**src/rtl/fp_reduce_pkg.sv**
```systemverilog
`default_nettype none
// ---------------------------------------------------------------------------
// fp_reduce_pkg : shared FSM state encoding and default float field widths
// Revision      : 1.0
// ---------------------------------------------------------------------------
package fp_reduce_pkg;

  localparam int DEF_EXPO_WIDTH = 8;
  localparam int DEF_MANT_WIDTH = 23;
  localparam int DEF_DATA_WIDTH = 1 + DEF_EXPO_WIDTH + DEF_MANT_WIDTH;
  localparam int DEF_IDX_WIDTH  = 16;

  typedef enum logic [1:0] {
    IDLE  = 2'd0,
    ACCUM = 2'd1,
    HOLD  = 2'd2
  } state_t;

endpackage
`default_nettype wire

```
**src/rtl/fp_less_than.sv**
```systemverilog
`default_nettype none
// ---------------------------------------------------------------------------
// fp_less_than : combinational sign/magnitude ordering of two float bit fields
// Revision     : 1.0
// ---------------------------------------------------------------------------
module fp_less_than
  import fp_reduce_pkg::*;
#(
  parameter int DATA_WIDTH = DEF_DATA_WIDTH,
  parameter int EXPO_WIDTH = DEF_EXPO_WIDTH,
  parameter int MANT_WIDTH = DEF_MANT_WIDTH
) (
  input  logic [DATA_WIDTH-1:0] a,
  input  logic [DATA_WIDTH-1:0] b,
  output logic                  a_lt_b
);

  localparam int MAG_WIDTH = EXPO_WIDTH + MANT_WIDTH;

  logic                 sign_a;
  logic                 sign_b;
  logic [MAG_WIDTH-1:0] mag_a;
  logic [MAG_WIDTH-1:0] mag_b;

  assign sign_a = a[DATA_WIDTH-1];
  assign sign_b = b[DATA_WIDTH-1];
  assign mag_a  = a[MAG_WIDTH-1:0];
  assign mag_b  = b[MAG_WIDTH-1:0];

  // NaN/Inf are ordered purely by their bit fields; -0 sorts below +0.
  always_comb begin
    a_lt_b = 1'b0;
    if (sign_a != sign_b)
      a_lt_b = sign_a;
    else if (!sign_a)
      a_lt_b = (mag_a < mag_b);
    else
      a_lt_b = (mag_a > mag_b);
  end

endmodule
`default_nettype wire

```
**src/rtl/fp_min_reduce.sv**
```systemverilog
`default_nettype none
// ---------------------------------------------------------------------------
// fp_min_reduce : streaming per-frame float minimum with index and count
// Revision      : 1.0
// ---------------------------------------------------------------------------
module fp_min_reduce
  import fp_reduce_pkg::*;
#(
  parameter int DATA_WIDTH = DEF_DATA_WIDTH,
  parameter int EXPO_WIDTH = DEF_EXPO_WIDTH,
  parameter int MANT_WIDTH = DEF_MANT_WIDTH,
  parameter int IDX_WIDTH  = DEF_IDX_WIDTH
) (
  input  logic                  clk_i,
  input  logic                  rst_ni,
  input  logic [DATA_WIDTH-1:0] in_data_i,
  input  logic                  in_valid_i,
  input  logic                  in_last_i,
  output logic                  in_ready_o,
  output logic [DATA_WIDTH-1:0] out_min_o,
  output logic [IDX_WIDTH-1:0]  out_idx_o,
  output logic [IDX_WIDTH-1:0]  out_count_o,
  output logic                  out_valid_o,
  input  logic                  out_ready_i
);

  localparam logic [IDX_WIDTH-1:0] IDX_ONE = {{(IDX_WIDTH-1){1'b0}}, 1'b1};

  state_t                state;
  logic [DATA_WIDTH-1:0] min_q;
  logic [IDX_WIDTH-1:0]  idx_q;
  logic [IDX_WIDTH-1:0]  count_q;
  logic                  in_ready_q;
  logic                  out_valid_q;
  logic                  data_lt_min;
  logic                  in_fire;

  assign in_fire = in_valid_i & in_ready_q;

  fp_less_than #(
    .DATA_WIDTH (DATA_WIDTH),
    .EXPO_WIDTH (EXPO_WIDTH),
    .MANT_WIDTH (MANT_WIDTH)
  ) u_less_than (
    .a      (in_data_i),
    .b      (min_q),
    .a_lt_b (data_lt_min)
  );

  // in_ready/out_valid are registered alongside the state so they always
  // decode the state that is current, never the inputs.
  always_ff @(posedge clk_i or negedge rst_ni) begin
    if (!rst_ni) begin
      state       <= IDLE;
      in_ready_q  <= 1'b1;
      out_valid_q <= 1'b0;
      min_q       <= '0;
      idx_q       <= '0;
      count_q     <= '0;
    end else begin
      case (state)
        IDLE: begin
          if (in_fire) begin
            min_q   <= in_data_i;
            idx_q   <= '0;
            count_q <= IDX_ONE;
            if (in_last_i) begin
              state       <= HOLD;
              in_ready_q  <= 1'b0;
              out_valid_q <= 1'b1;
            end else begin
              state <= ACCUM;
            end
          end
        end
        ACCUM: begin
          if (in_fire) begin
            // Strict compare keeps the incumbent on ties: earliest index wins.
            if (data_lt_min) begin
              min_q <= in_data_i;
              idx_q <= count_q;
            end
            count_q <= count_q + IDX_ONE;
            if (in_last_i) begin
              state       <= HOLD;
              in_ready_q  <= 1'b0;
              out_valid_q <= 1'b1;
            end
          end
        end
        HOLD: begin
          if (out_ready_i) begin
            state       <= IDLE;
            in_ready_q  <= 1'b1;
            out_valid_q <= 1'b0;
          end
        end
        default: begin
          state       <= IDLE;
          in_ready_q  <= 1'b1;
          out_valid_q <= 1'b0;
        end
      endcase
    end
  end

  assign in_ready_o  = in_ready_q;
  assign out_valid_o = out_valid_q;
  assign out_min_o   = min_q;
  assign out_idx_o   = idx_q;
  assign out_count_o = count_q;

endmodule
`default_nettype wire
```
**config.mk**
```make
export PLATFORM = sky130hd
export DESIGN_NAME = fp_min_reduce
export DESIGN_NICKNAME = d
export VERILOG_FILES = /design/src/rtl/fp_reduce_pkg.sv /design/src/rtl/fp_less_than.sv /design/src/rtl/fp_min_reduce.sv
export SDC_FILE = /design/constraint.sdc
export NUM_CORES = 1
export LEC_CHECK = 0
export BUFFER_PORTS_ARGS = -buffer_cell sky130_fd_sc_hd__buf_2
export CAP_MARGIN = 20
export CORE_MARGIN = 4
export CORE_UTILIZATION = 46
export DETAILED_ROUTE_END_ITERATION = 10
export GPL_TIMING_DRIVEN = 0
export PLACE_DENSITY = 0.67
export SLEW_MARGIN = 25
export SYNTH_ARGS = -nofsm -noshare
export SYNTH_HDL_FRONTEND = slang
export SYNTH_SLANG_ARGS = --single-unit
```
**constraint.sdc**
```tcl
create_clock -name clk_i -period 3.17 [get_ports clk_i]
set_input_delay 0.1585 -clock clk_i [delete_from_list [all_inputs] [get_ports clk_i]]
set_output_delay 0.1585 -clock clk_i [all_outputs]
set_load 0.05 [all_outputs]
```
# [After elaboration in Yosys (flattened, before gate mapping)]
# Cells that the tools add are included.
[classes] addsub=1 multipliers=0 div_mod_pow=0 order_cmp=2 n_eq_ne=10 shifts=0 muxes=27 n_bitwise=1 reduce_logical=7
[ops] operator="2-to-1 mux 32 bit" n=3
[ops] operator="2-to-1 mux 16 bit" n=5
[ops] operator="one-hot mux 16 bit (2 select lines)" n=2
[ops] operator="one-hot mux 32 bit (2 select lines)" n=1
[ops] operator="greater-than comparator 31 bit" n=1
[ops] operator="< comparator 31 bit" n=1
[ops] operator="adder 16 x 1 -> 16 bit, second input constant" n=1
[ops] operator="2-to-1 mux 2 bit" n=5
[ops] operator="!= test 2 bit, second input constant" n=5
[ops] operator="2-to-1 mux 1 bit" n=8
[ops] operator="AND reduction 4 bit" n=2
[ops] operator="one-hot mux 2 bit (3 select lines)" n=1
[ops] operator="AND reduction 3 bit" n=2
[ops] operator="!= test 2 x 1 -> 1 bit, second input constant" n=2
[ops] operator="one-hot mux 1 bit (2 select lines)" n=2
[ops] operator="equality test 2 x 1 -> 1 bit, second input constant" n=1
[ops] operator="equality test 2 bit, second input constant" n=1
[ops] operator="zero test 2 bit" n=1
[ops] operator="nonzero test 2 bit" n=1
[ops] operator="OR reduction 2 bit" n=1
[ops] operator="bitwise AND 1 bit" n=1
[ops] operator="!= test 1 bit" n=1
[totals] regBits=68 latch_bits=0 ram_bits=0 romBits=0 in_bits=37 output_inout_bits=66 elab_cells=54 mem_count=0

# [Logic depth before layout (Yosys ltp)]
[depth] ltp_word=6 depth_mapped=10 mapped_depth_nobuf=9

# [By module]
# Synthesis repeated with hierarchy kept, for this count alone.
[hier_totals] hier_cells=363 area_unflattened_um2=3707.3
[by_module_without_submodules] module="fp_min_reduce" instances=1 cells_each=246 area_each_um2=2877.8 seq_area_each_um2=1702.9
[by_module_without_submodules] module="fp_less_than" instances=1 cells_each=117 area_each_um2=829.5 seq_area_each_um2=0.0

# [Least setup slack after synthesis]
# No wires, ideal clock.
[synth_path] path_type="reg-to-reg" startpoint="register min_q[26] (netlist: out_min_o[26])" endpoint="register min_q[0] (netlist: out_min_o[0])" setup_time_ps=125 arrival_time_ps=2884 t_required_ps=3045 setup_slack_ps=161 stages_incl_launch_ff=11 n_path_buf=1 period_less_slack_ps=3009 path_cell_list="dfrtp_1 -> inv_1 -> ha_1 -> a41oi_1 -> o21ai_0 -> a221oi_1 -> o22ai_1 -> or3b_4 -> a31oi_4 -> buf_6 -> mux2_4"
[synth_between] elab_chain_len=5 elab_cells_between_ends=6 classes_between="2 x order compare; 1 x eq/ne; 2 x mux; 1 x reduce/logical"
[synth_lines] item="start, declared" line_no="fp_min_reduce.sv:30" text="logic [DATA_WIDTH-1:0] min_q;"
[synth_lines] item="start signal, assigned" line_no="fp_min_reduce.sv:64" text="min_q <= in_data_i;"
[synth_lines] item="start signal, assigned" line_no="fp_min_reduce.sv:80" text="min_q <= in_data_i;"
[synth_lines] item="< comparator 31 bit / greater-than comparator 31 bit (equally long branches)" line_no="fp_less_than.sv:36, fp_less_than.sv:38"
[synth_lines] item="2-to-1 mux 1 bit *" line_no="fp_less_than.sv:35" text="else if (!sign_a)"
[synth_lines] item="2-to-1 mux 1 bit *" line_no="fp_less_than.sv:33" text="if (sign_a != sign_b)"
[synth_lines] item="!= test 2 bit (no line) *"
[synth_lines] item="AND reduction 4 bit (no line) *"
# Mark *: on every way between the ends. The rest lies on a longest branch, timed or not.
# A chain may end at the register's enable or synchronous reset.

# [Worst setup path after layout]
[layout_path] startpoint="register min_q[13] (netlist: out_min_o[13])" endpoint="register min_q[18] (netlist: out_min_o[18])"
# The elaborated chain is that of the path after synthesis.

==> results.json <==
{
  "finalHoldViolations": 0,
  "vias": 2860,
  "avgRoutedWirePerCell_um": 14.3,
  "grt_pass1_vias": 2873,
  "cpPeakStageDelay_ps": 420,
  "async_reset_ff_frac": 1.00,
  "core_area_um2": 7890,
  "start_kind": "register",
  "relSlewSlack": 0.645,
  "antenna_found_initial": 0,
  "synthFlopType": "dfrtp_1",
  "slew_violations": 0,
  "maxCapViolCount": 0,
  "synth_top_family_by_area": "multiplexers",
  "synthCells": 352,
  "fin_skew_ps": 7.80,
  "cts_buffers": 9,
  "ys_ff_latch": 68,
  "p_total_w": 0.00170,
  "dieHeight_um": 99.0,
  "cts_tree": "built",
  "synth-simple-area-share": 0.142,
  "antenna_cells": 0,
  "dieArea_um2": 9800,
  "synth_warnings": 0,
  "fill_cells": 693,
  "arrival_ps": 3180,
  "cp_cell_sequence": "inv_1, ha_1, nand4_1, nor4_4, and2_2, o22ai_1, or3b_4, a31oi_4, buf_6, mux2_4",
  "fmax_ghz": 0.339,
  "drive_gt1_frac": 0.347,
  "cts_max_level": 3,
  "hold_class": "primary input to register",
  "crit_required_ps": 3400,
  "p_per_area_nw_per_um2": 361,
  "yosysUniqueCellTypes": 41,
  "layout.nets": 537,
  "insertion_delay_ps": 350,
  "criticalPathCategory": "register to register",
  "grt_overflow": 0,
  "ant_nets": 0,
  "io_pins": 103,
  "area_delta_synth_final_pct": 23.3,
  "grtUsageTotal": 0.177,
  "cts_root_buf": "clkbuf_8",
  "drc_errors": 0,
  "outcome": "finished clean",
  "peakVddDrop_mv": 0.185,
  "syn_avg_cell_area_um2": 10.8,
  "die_w_um": 99.0,
  "finalCriticalPeriod_ps": 2950,
  "io_buffers": 102,
  "post-route-period-util": 0.930,
  "post-dp-hpwl_um": 6390,
  "synth-compound-area-share": 0.0624,
  "syn_nets": 421,
  "path_buf_inv": 2,
  "endpoint_kind": "register",
  "rsz0062_at_grt": "no",
  "syn_area_um2": 3810,
  "synth_edf_count": 0,
  "p_leak_nw": 2.59,
  "gp_congestion": 0.738,
  "ys_seq_area_frac": 0.447,
  "start_util": 0.483,
  "path_clk_slew_ps": 80,
  "placementRows": 32,
  "synth-xor-area-share": 0.0276,
  "muxShareOfSynthArea": 0.166,
  "routed_wl_um": 8200,
  "drtPass1Iterations": 4,
  "clockBufferDepth": 2,
  "tns_ps": 0,
  "drtIter0Drc": 66,
  "crit_family": "simple AND/OR/NAND/NOR gates",
  "cp_max_fo": 10,
  "worstMarginPinSlew_ps": 532,
  "vias_per_cell": 4.97,
  "clock_sinks": 68,
  "setup_viol": 0,
  "synthAdderAreaFrac": 0.105,
  "grt_pass1_wl_um": 14000,
  "grt_max_degree": 39,
  "cp_slowest_cell": "or3b_4"
}
[logic make-up after synthesis]
family / count (synthesis)
flops: 68
xor+xnor: 12
fa+ha+maj: 32
compound gates: 36
mux: 48
buf+inv: 44
simple gates: 112
[sequential cells by signal (all words and copies together), names as in the netlist]
| name | cells |
|---|---|
| out_min_o | 32 |
| out_count_o | 16 |
| out_idx_o | 16 |
| state | 2 |
| in_ready_o | 1 |
| out_valid_o | 1 |
[final timing paths]
check / start / endpoint / slack, ps / cells past startpoint
worst max-delay path: out_min_o[13] / out_min_o[18] / 220 / 10
worst min-delay path: in_data_i[0] / out_min_o[0] / 50 / 2
worst max register to register: out_min_o[13] / out_min_o[18] / 220 / 10
worst min register to register: in_ready_o / in_ready_o / 490 / 2
max in group asynchronous: rst_ni / out_min_o[3] / 2350 / 3
min in group asynchronous: rst_ni / out_min_o[18] / 280 / 2
[per-stage QoR]
step | utilization | setup WS [ps] | area (µm²) | cells | hold slack, ps
after global placement | 0.564 | 150 | 4450 | 556 | 409
after CTS | 0.593 | 114 | 4680 | 574 | 36.1
after global routing | 0.595 | 33.4 | 4700 | 575 | 39.2
after floorplan | - | 161 | 3810 | 352 | -137
final | 0.595 | 222 | 4700 | 575 | 51.8
after detailed placement | 0.567 | 140 | 4470 | 557 | 131
[cell usage after synthesis, drive strengths merged, types with 2 or more instances]
cell	number	share of area
nand2	52	0.051
and2	2	0.0036
a21oi	12	0.016
mux2	32	0.12
a221oi	3	0.0069
ha	32	0.11
nand3	10	0.014
nor2b	3	0.0049
nor2	21	0.021
a41oi	2	0.0046
xnor2	3	0.0069
and3	3	0.0049
nand2b	2	0.0033
a22o	2	0.0046
mux2i	16	0.042
and4	6	0.014
xor2	9	0.021
clkbuf	7	0.0069
buf	4	0.011
inv	33	0.033
o21ai	10	0.013
dfrtp	67	0.44
nand4	8	0.013
[area by class of cell]
| class | instances | area [µm²] | area share |
|---|---|---|---|
| buffer | 11 | 67.6 | 0.0144 |
| clock inverter | 7 | 75.1 | 0.0160 |
| inverter | 33 | 124 | 0.0264 |
| clock buffer | 9 | 124 | 0.0264 |
| tap | 102 | 128 | 0.0272 |
| multi-input combinational | 240 | 1920 | 0.410 |
| sequential | 68 | 1700 | 0.363 |
| timing repair buffer | 105 | 551 | 0.117 |
[report_power, final]
part / leakage, nW / internal, W / total (W) / switching (W)
Clock: 0.104 / 0.000368 / 0.000727 / 0.000358
Combinational: 1.54 / 0.0000441 / 0.000102 / 0.0000580
Sequential: 0.947 / 0.000867 / 0.000867 / 0
[cells in the final DEF, fill, tap and decap left out, drive strengths merged, types with 2 or more instances in the layout]
cell,count
xnor2,3
nand3,10
clkbuf,16
o21ai,10
inv,35
xor2,9
clkinv,4
a21oi,12
and3,3
ha,32
dfrtp,67
nor2,21
a41oi,2
and4,6
nand2b,2
and2,2
buf,108
a221oi,3
mux2,32
nor2b,3
nand4,8
a22o,2
mux2i,16
nand2,52
[layer usage]
metal	GRT usage	routed length (µm)	up-vias	share of wire
met4	0.0798	178	0	0.022
met3	0.0340	407	14	0.050
met2	0.281	3850	64	0.47
met5	0	0	-	0
li1	-	-	1453	-
met1	0.234	3760	1329	0.46
[timing repair]
| item | in CTS | in global routing |
|---|---|---|
| endpoints found under the hold margin | 29 | 0 |
| buffers inserted | 0 | 1 |
| hold buffers | 1 | 0 |
| gates resized for setup | 0 | 1 |
| setup endpoints to repair | 0 | 30 |
No activity file was read; power rests on OpenSTA's default activity.
